===== src/rtl/gf_divider_seq_if.sv =====
// Request/response bundle for the sequential GF(2^m) divider.
//   master: start, op_a, op_b out; busy, done, div_by_zero, quotient in
//   slave : the mirror image, used by gf_divider_seq
interface gf_divider_seq_if #(
  parameter int unsigned m = 8
);
  logic         start;
  logic [m-1:0] op_a;
  logic [m-1:0] op_b;
  logic         busy;
  logic         done;
  logic         div_by_zero;
  logic [m-1:0] quotient;

  modport master (
    output start, op_a, op_b,
    input  busy, done, div_by_zero, quotient
  );

  modport slave (
    input  start, op_a, op_b,
    output busy, done, div_by_zero, quotient
  );
endinterface


===== src/rtl/gf_divider_seq.sv =====
// Sequential GF(2^m) divider: quotient = op_a * op_b^(2^m-2), i.e. a Fermat
// inversion by square-and-multiply followed by one multiply with the dividend.
// Exactly one GF multiply is evaluated per clock through a single shared
// carry-less multiply/reduce stage.
// Ports:
//   clk   - rising-edge clock
//   rst_n - asynchronous active-low reset
//   bus   - slave side of gf_divider_seq_if (start/op_a/op_b in,
//           busy/done/div_by_zero/quotient out, all outputs registered)
// Latency: 2m-2 edges after the accepting edge for op_b!=0, 1 cycle for op_b=0.
module gf_divider_seq #(
  parameter int unsigned m    = 8,
  parameter logic [m:0]  POLY = 9'h11D
) (
  input  logic            clk,
  input  logic            rst_n,
  gf_divider_seq_if.slave bus
);

  localparam int unsigned     CW       = (m > 3) ? $clog2(m - 2) : 1;
  localparam logic [CW-1:0]   CNT_LAST = CW'(m - 3);

  typedef enum logic [2:0] {IDLE, SQR, MUL, FSQ, MULA} state_t;

  state_t         state_q, state_d;
  logic [m-1:0]   a_reg_q, a_reg_d;
  logic [m-1:0]   b_reg_q, b_reg_d;
  logic [m-1:0]   r_q, r_d;
  logic [CW-1:0]  cnt_q, cnt_d;
  logic           busy_q, busy_d;
  logic           done_q, done_d;
  logic           dbz_q, dbz_d;
  logic [m-1:0]   quo_q, quo_d;

  logic [m-1:0]   mul_x, mul_y, mul_p;

  // Shift-and-add multiply with the reduction folded into each doubling of x.
  function automatic logic [m-1:0] gf_mul(input logic [m-1:0] x, input logic [m-1:0] y);
    logic [m-1:0] acc;
    logic [m-1:0] xs;
    acc = '0;
    xs  = x;
    for (int unsigned i = 0; i < m; i++) begin
      if (y[i]) acc = acc ^ xs;
      xs = xs[m-1] ? ((xs << 1) ^ POLY[m-1:0]) : (xs << 1);
    end
    return acc;
  endfunction

  // Shared multiplier operands: squaring uses r*r, MUL uses r*b, MULA uses a*r.
  always_comb begin
    mul_x = (state_q == MULA) ? a_reg_q : r_q;
    mul_y = (state_q == MUL)  ? b_reg_q : r_q;
  end

  assign mul_p = gf_mul(mul_x, mul_y);

  always_comb begin
    state_d = state_q;
    a_reg_d = a_reg_q;
    b_reg_d = b_reg_q;
    r_d     = r_q;
    cnt_d   = cnt_q;
    busy_d  = busy_q;
    done_d  = 1'b0;
    dbz_d   = dbz_q;
    quo_d   = quo_q;

    unique case (state_q)
      IDLE: begin
        if (bus.start) begin
          if (bus.op_b != '0) begin
            a_reg_d = bus.op_a;
            b_reg_d = bus.op_b;
            r_d     = bus.op_b;
            cnt_d   = '0;
            dbz_d   = 1'b0;
            busy_d  = 1'b1;
            state_d = SQR;
          end else begin
            quo_d  = '0;
            dbz_d  = 1'b1;
            done_d = 1'b1;
          end
        end
      end
      SQR: begin
        r_d     = mul_p;
        state_d = MUL;
      end
      MUL: begin
        r_d     = mul_p;
        cnt_d   = cnt_q + CW'(1);
        state_d = (cnt_q == CNT_LAST) ? FSQ : SQR;
      end
      FSQ: begin
        // After m-2 square/multiply pairs r = b^(2^(m-1)-1); one more squaring gives b^-1.
        r_d     = mul_p;
        state_d = MULA;
      end
      MULA: begin
        quo_d   = mul_p;
        done_d  = 1'b1;
        busy_d  = 1'b0;
        state_d = IDLE;
      end
      default: state_d = IDLE;
    endcase
  end

  always_ff @(posedge clk or negedge rst_n) begin
    if (!rst_n) begin
      state_q <= IDLE;
      a_reg_q <= '0;
      b_reg_q <= '0;
      r_q     <= '0;
      cnt_q   <= '0;
      busy_q  <= 1'b0;
      done_q  <= 1'b0;
      dbz_q   <= 1'b0;
      quo_q   <= '0;
    end else begin
      state_q <= state_d;
      a_reg_q <= a_reg_d;
      b_reg_q <= b_reg_d;
      r_q     <= r_d;
      cnt_q   <= cnt_d;
      busy_q  <= busy_d;
      done_q  <= done_d;
      dbz_q   <= dbz_d;
      quo_q   <= quo_d;
    end
  end

  assign bus.busy        = busy_q;
  assign bus.done        = done_q;
  assign bus.div_by_zero = dbz_q;
  assign bus.quotient    = quo_q;

endmodule

===== src/flat_wrapper.sv =====
// flat-port wrapper written by rule: the top's interface ports become plain ports
module gf_divider_seq_flat 
#(
  parameter int unsigned m    = 8,
  parameter logic [m:0]  POLY = 9'h11D
)
  (clk, rst_n, bus_start, bus_op_a, bus_op_b, bus_busy, bus_done, bus_div_by_zero, bus_quotient);
  gf_divider_seq_if #(.m(m)) bus_i ();
  input  logic clk;
  input  logic rst_n;
  input wire logic [$bits(bus_i.start)-1:0] bus_start;
  input wire logic [$bits(bus_i.op_a)-1:0] bus_op_a;
  input wire logic [$bits(bus_i.op_b)-1:0] bus_op_b;
  output wire logic [$bits(bus_i.busy)-1:0] bus_busy;
  output wire logic [$bits(bus_i.done)-1:0] bus_done;
  output wire logic [$bits(bus_i.div_by_zero)-1:0] bus_div_by_zero;
  output wire logic [$bits(bus_i.quotient)-1:0] bus_quotient;
  assign bus_i.start = bus_start;
  assign bus_i.op_a = bus_op_a;
  assign bus_i.op_b = bus_op_b;
  assign bus_busy = bus_i.busy;
  assign bus_done = bus_i.done;
  assign bus_div_by_zero = bus_i.div_by_zero;
  assign bus_quotient = bus_i.quotient;
  gf_divider_seq #(.m(m), .POLY(POLY)) u_core (.clk(clk), .rst_n(rst_n), .bus(bus_i));
endmodule

===== config.mk =====
export PLATFORM = sky130hd
export DESIGN_NAME = gf_divider_seq_flat
export DESIGN_NICKNAME = d
export VERILOG_FILES = /design/src/rtl/gf_divider_seq_if.sv /design/src/rtl/gf_divider_seq.sv /design/src/flat_wrapper.sv
export SDC_FILE = /design/constraint.sdc
export NUM_CORES = 1
export LEC_CHECK = 0
export CAP_MARGIN = 40
export CORE_ASPECT_RATIO = 0.8
export CORE_MARGIN = 1.5
export CORE_UTILIZATION = 35
export DETAILED_ROUTE_END_ITERATION = 6
export GPL_ROUTABILITY_DRIVEN = 1
export PLACE_DENSITY = 0.51
export SLEW_MARGIN = 20
export SYNTH_ARGS = -nofsm -noshare
export SYNTH_HDL_FRONTEND = slang
export SYNTH_SLANG_ARGS = --single-unit

===== constraint.sdc =====
create_clock -name clk -period 6.9 [get_ports clk]
set_input_delay 1.38 -clock clk [delete_from_list [all_inputs] [get_ports clk]]
set_output_delay 1.38 -clock clk [all_outputs]
set_load 0.03 [all_outputs]

* Yosys cells after proc, flatten, opt, wreduce, memory -nomap -nowiden
Index checks and enable logic that the tools add are counted.
W data, S select, Z words.
** Word-level totals
- Bits of input ports :: 19
- Logic and storage cells :: 81
- Register bits after elaboration :: 41
- Output and inout bits :: 11
** Cells by class
- Bitwise gates (word level) :: 14
- Equal/unequal tests :: 8
- Mux-type cells :: 36
- $add $sub $neg :: 1
- Reductions and logical operators :: 13
** Operators with widths (count)
- $mux W8 :: 14
- $xor A8 B8 Y8 :: 7
- $mux W5 :: 7
- $pmux W8 S2 :: 2
- $not A4 Y4 :: 7
- $reduce_and A3 Y1 :: 5
- $mux W3 :: 4
- $pmux W3 S4 :: 1
- $reduce_bool A8 Y1 :: 1
- $eq A3 B2 Y1 const B :: 2
- $eq A3 B3 Y1 const B :: 2
- $pmux W3 S2 :: 1
- $reduce_bool A2 Y1 :: 3
- $mux W1 :: 4
- $ne A2 B2 Y1 const B :: 2
- $pmux W1 S2 :: 2
- $reduce_and A2 Y1 :: 2
- $add A3 B1 Y3 const B :: 1
- $eq A3 B1 Y1 const B :: 1
- $logic_not A3 Y1 :: 1
- $reduce_or A3 Y1 :: 1
- $mux W2 :: 1
- $ne A2 B1 Y1 const B :: 1

* Depth between registers and ports, before layout
- Depth after elaboration :: 19
- Mapped depth :: 11
- Depth with buffers taken out :: 8

* Worst setup path before layout
Ideal clock, no wire load.
- Path type :: in2reg
- Start point :: input port bus_op_b[2]
- End point :: register u_core.r_q[4]
- Cell stages on the path :: 6
- Path slack :: 4.002 ns
- Setup time :: 0.118 ns
- Required time :: 6.782 ns
- Path buffers :: 1
- Arrival time :: 2.780 ns
- Cells stage by stage :: or4_1 -> nor2_1 -> nor2_1 -> clkbuf_1 -> a22o_1 -> a21o_1
** Between the ends
- Word-level cells in the longest chain between the ends :: 3
** Ends and longest elaborated chain
- start, declared :: line flat_wrapper.sv:13 : input wire logic [$bits(bus_i.op_b)-1:0] bus_op_b;
- $reduce_bool A8 Y1 :: line gf_divider_seq.sv:72 : if (bus.op_b != '0) begin
- $ne A2 B1 Y1 (no line)
- $reduce_and A3 Y1 (no line)
- end signal, assigned :: line gf_divider_seq.sv:126 : r_q <= r_d;
- end, declared :: line gf_divider_seq.sv:28 : logic [m-1:0] r_q, r_d;
No other way between the ends.
A chain may end at the register's enable or synchronous reset.

* Final worst setup path
- Start point :: register u_core.state_q[2]
- End point :: register u_core.r_q[7]
** Between the ends
- Word-level cells in the longest chain between the ends :: 18
- Elaborated cells on any way between the ends :: 36
- Classes of those cells :: eq/ne (6); mux (15); bitwise (11); reduce/logical (4)
** Ends and longest elaborated chain
- start, declared :: line gf_divider_seq.sv:25 : state_t state_q, state_d;
- start signal, assigned :: line gf_divider_seq.sv:123 : state_q <= state_d;
- $eq A3 B3 Y1 / $eq A3 B2 Y1 (equally long branches) :: line gf_divider_seq.sv:52, gf_divider_seq.sv:53, gf_divider_seq.sv:69
- $mux W8 (on tied branches) :: line gf_divider_seq.sv:52, gf_divider_seq.sv:53
- $mux W8 :: line gf_divider_seq.sv:44 : if (y[i]) acc = acc ^ xs;
- $xor A8 B8 Y8 :: line gf_divider_seq.sv:44
- $mux W8 :: line gf_divider_seq.sv:44
- $xor A8 B8 Y8 :: line gf_divider_seq.sv:44
- $mux W8 :: line gf_divider_seq.sv:44
- $xor A8 B8 Y8 :: line gf_divider_seq.sv:44
- [... 2 more ...]
- $mux W8 :: line gf_divider_seq.sv:44
- $xor A8 B8 Y8 :: line gf_divider_seq.sv:44
- $mux W8 :: line gf_divider_seq.sv:44
- $xor A8 B8 Y8 :: line gf_divider_seq.sv:44
- $mux W8 :: line gf_divider_seq.sv:44
- $xor A8 B8 Y8 :: line gf_divider_seq.sv:44
- $mux W8 :: line gf_divider_seq.sv:44
- $pmux W8 S2 :: line gf_divider_seq.sv:69 : unique case (state_q)
Parallel ways exist; a longest one is shown, timed or not.

==> summary.txt <==
Clock tree
  • Num Clock Sinks: 41
  • Cts bufs inserted: 5
  • TritonCTS clock tree: done
  • Hold_buf cts: 0
  • H-tree Lvls: 2
  • CTS clk-pin slew, worst paths: 0.06 ns
  • Root Buffer Master: clkbuf_16
  • Max Root-Sink Buffers: 2
  • Skew-Pair Late Insertion Delay: 0.29 ns
  • Post-CTS setup buffers: 0
  • Resize count post-CTS: 0

Place
  • Detailed Place HPWL: 6700 µm
  • Port Buffers: 29
  • GP Congestion: 0.858
  • Setup WS pre-CTS: 3.41 ns

Global routing
  • All-Layer GR Usage: 17.8%
  • GRT overflow: 0
  • Antenna violations before repair: 0
  • M3 GR Usage: 3.11%
  • Routing usage on met1: 26.7%
  • GR Util met2: 26.9%
  • Most used routing layer: met2
  • First-pass GRT wire length: 14100 µm
  • Largest net degree at the start of global routing: 24
  • Number of global-route vias before repair: 2437

Timing
  • Pins Over Slew Limit: 0
  • Minimum clock period: 3.21 ns
  • Clock Skews: 0.00228 ns
  • TNS Setup: 0 ns
  • RSZ-0062 raised after global routing: false
  • Worst hold margin: 0.480 ns
  • Final period util: 46.5%
  • Rel. slew slack: 44.8%
  • Post-route setup slack: 3.69 ns
  • Worst-margin pin slew: 0.804 ns
  • Setup Viol. Count Final: 0
  • Hold Fails Final Rpt: 0
  • Max Freq: 312 MHz

Cells and area
  • Final-layout fill cell count: 961
  • Layout cells sized above 1: 13.7%
  • Nets: 407
  • N_diodes: 0
  • Synth-to-layout area growth: 14.9%

Drt
  • Total Wirelength: 8860 µm
  • DR WL/cell: 17.5 µm
  • Via count: 2565
  • Routed Antenna Nets: 0
  • DRT Pass-1 Iters: 4
  • Number of remaining DRC errors: 0
  • Via/cell ratio: 5.07
  • Initial DRC Count: 181

Setup path
  • Cell family contributing the most delay on the critical path: XOR/XNOR gates
  • Startpoint type of the worst setup path: register
  • Crit. Startpoint: u_core.state_q[2]
  • Buffers and inverters on the worst path: 1
  • Worst path max stage delay: 0.70 ns
  • CP arrival: 3.36 ns
  • CP Capture Type: register
  • Crit-path cells: nor3b_2 -> buf_4 -> mux2i_1 -> nor2_1 -> xor2_1 -> xor2_1 -> xnor2_1 -> xnor2_1 -> a21oi_1
  • Setup CP Type: reg2reg
  • Crit path max fanout: 14
  • Req. time, crit path: 7.05 ns
  • R2R Path Start: u_core.state_q[2]
  • Crit-path slowest cell: mux2i_1
  • Worst reg2reg setup slack: 3.69 ns

Synth
  • Distinct cells, synth: 41
  • Post-synthesis register bit count: 41
  • Post-Syn Area per Cell: 9.42 µm²
  • Register area share after synthesis: 29.7%
  • Post-Syn Instances: 367
  • Syn Nets: 388
  • Synth Cell Area: 3460 µm²
  • Synth warn: 0

Outcome
  • Outcome: finished, final reports clean

Min path
  • Worst Hold Class: reg2reg
  • Hold path start: u_core.bus.quotient[1]

Die
  • Initial core utilization: 36.0%
  • Core area: 9610 µm²
  • Die height: 91.9 µm
  • Num rows: 32
  • Die W: 114 µm
  • Die area: 10500 µm²
  • # IOs: 30

Run
  • Max Cap Viol: 0
## cell families (layout without fill, tap and decap cells)
kind of cell,after synthesis,count (layout),share of synthesized area [%]
and+or+nand+nor,111,111,14.0
xor gates and xnor gates,106,106,29.3
muxes,42,42,14.6
DFF,41,41,29.7
AOI/OAI and AO/OA,38,38,7.13
buffers and inverters,27,47,4.56
adders and majority gates,2,2,0.724
## worst paths after layout
| path | cells after the start | endpoint |
|---|---|---|
| setup / recovery | 9 | u_core.r_q[7] |
| hold / removal | 2 | u_core.bus.quotient[1] |
| setup reg to reg | 9 | u_core.r_q[7] |
| hold reg to reg | 2 | u_core.bus.quotient[1] |
| max in group asynchronous | 2 | u_core.r_q[6] |
| min in group asynchronous | 1 | u_core.bus.done |
## cell usage in the layout, fill, tap and decap left out, drive strengths merged
cell and count:
a211oi 9, nor3b 4, mux2i 21, nor2 77, or2 1, o22ai 1, a22o 2, ha 2
clkbuf 6, o31ai 1, and3b 1, or4 2, dfrtp 41, nor3 3, clkinv 2, o21ai 13
nand3 1, o21bai 1, inv 2, xnor2 69, a22oi 1, a21o 3, buf 9, or3b 2
a21oi 7, or3 3, nand2 17, xor2 32, clkdlybuf4s50 28, mux2 21, xnor3 5
## metal layers
layer / share of wire [%] / up-vias
li1: - / 1247
met1: 52 / 1257
met2: 43 / 57
met3: 4.0 / 4
met4: 0.55 / 0
met5: 0 / -
## state kept, by name (all words and copies together), names as in the netlist
name	flops
u_core.a_reg_q	8
u_core.b_reg_q	8
u_core.bus.quotient	8
u_core.r_q	8
u_core.cnt_q	3
u_core.state_q	3
u_core.bus.busy	1
u_core.bus.div_by_zero	1
u_core.bus.done	1
## cell type report
class | count | area (µm²) | area share (%)
tap | 119 | 149 | 3.75
sequential | 41 | 1030 | 25.8
clock buffer | 6 | 139 | 3.50
clock inverter | 2 | 13.8 | 0.347
multi-input combinational | 299 | 2270 | 57.2
timing repair buffer | 37 | 363 | 9.14
inverter | 2 | 7.51 | 0.189
## worst register-to-register path, cell delays in order (launching register included)
cell,delay [ns]
dfrtp_1,0.52
nor3b_2,0.48
buf_4,0.26
mux2i_1,0.70
nor2_1,0.11
xor2_1,0.18
xor2_1,0.17
xnor2_1,0.15
xnor2_1,0.37
a21oi_1,0.13
## through the flow
| stage | cells | util [%] | instance area [µm²] |
|---|---|---|---|
| floorplan | 367 | - | 3460 |
| global placement | 493 | 39.2 | 3760 |
| detailed placement | 496 | 39.6 | 3800 |
| CTS | 504 | 41.2 | 3960 |
| global route | 506 | 41.3 | 3970 |
| finish | 506 | 41.3 | 3970 |
## synthesized netlist by cell type
cell | count | share of area (%)
nor2_1 | 75 | 8.1
xnor2_1 | 67 | 17
dfrtp_1 | 41 | 30
xor2_1 | 32 | 8.1
mux2_2 | 20 | 6.5
nand2_1 | 17 | 1.8
mux2i_1 | 16 | 4.6
buf_2 | 12 | 1.7
o21ai_0 | 8 | 1.2
a211oi_1 | 7 | 1.5
a21oi_1 | 7 | 1.0
clkbuf_1 | 7 | 0.76
o21ai_1 | 5 | 0.72
xnor3_1 | 5 | 3.3
mux2i_4 | 4 | 2.6
a21o_1 | 3 | 0.65
buf_6 | 3 | 0.98
nor3_1 | 3 | 0.43
or3_1 | 3 | 0.54
a211oi_2 | 2 | 0.72
a22o_1 | 2 | 0.51
buf_4 | 2 | 0.43
ha_1 | 2 | 0.72
inv_1 | 2 | 0.22
nor2_2 | 2 | 0.36
nor3b_1 | 2 | 0.43
nor3b_2 | 2 | 0.72
or4_1 | 2 | 0.43
xnor2_2 | 2 | 0.94
a22oi_1 | 1 | 0.22
and3b_1 | 1 | 0.25
buf_8 | 1 | 0.43
mux2_4 | 1 | 0.43
mux2i_2 | 1 | 0.40
nand3_1 | 1 | 0.14
o21bai_1 | 1 | 0.22
o22ai_1 | 1 | 0.18
o31ai_1 | 1 | 0.22
or2_2 | 1 | 0.18
or3b_1 | 1 | 0.25
or3b_2 | 1 | 0.25
Power is not shown: default switching activity piles up to over one toggle a cycle in this logic, so the estimate is an artifact.
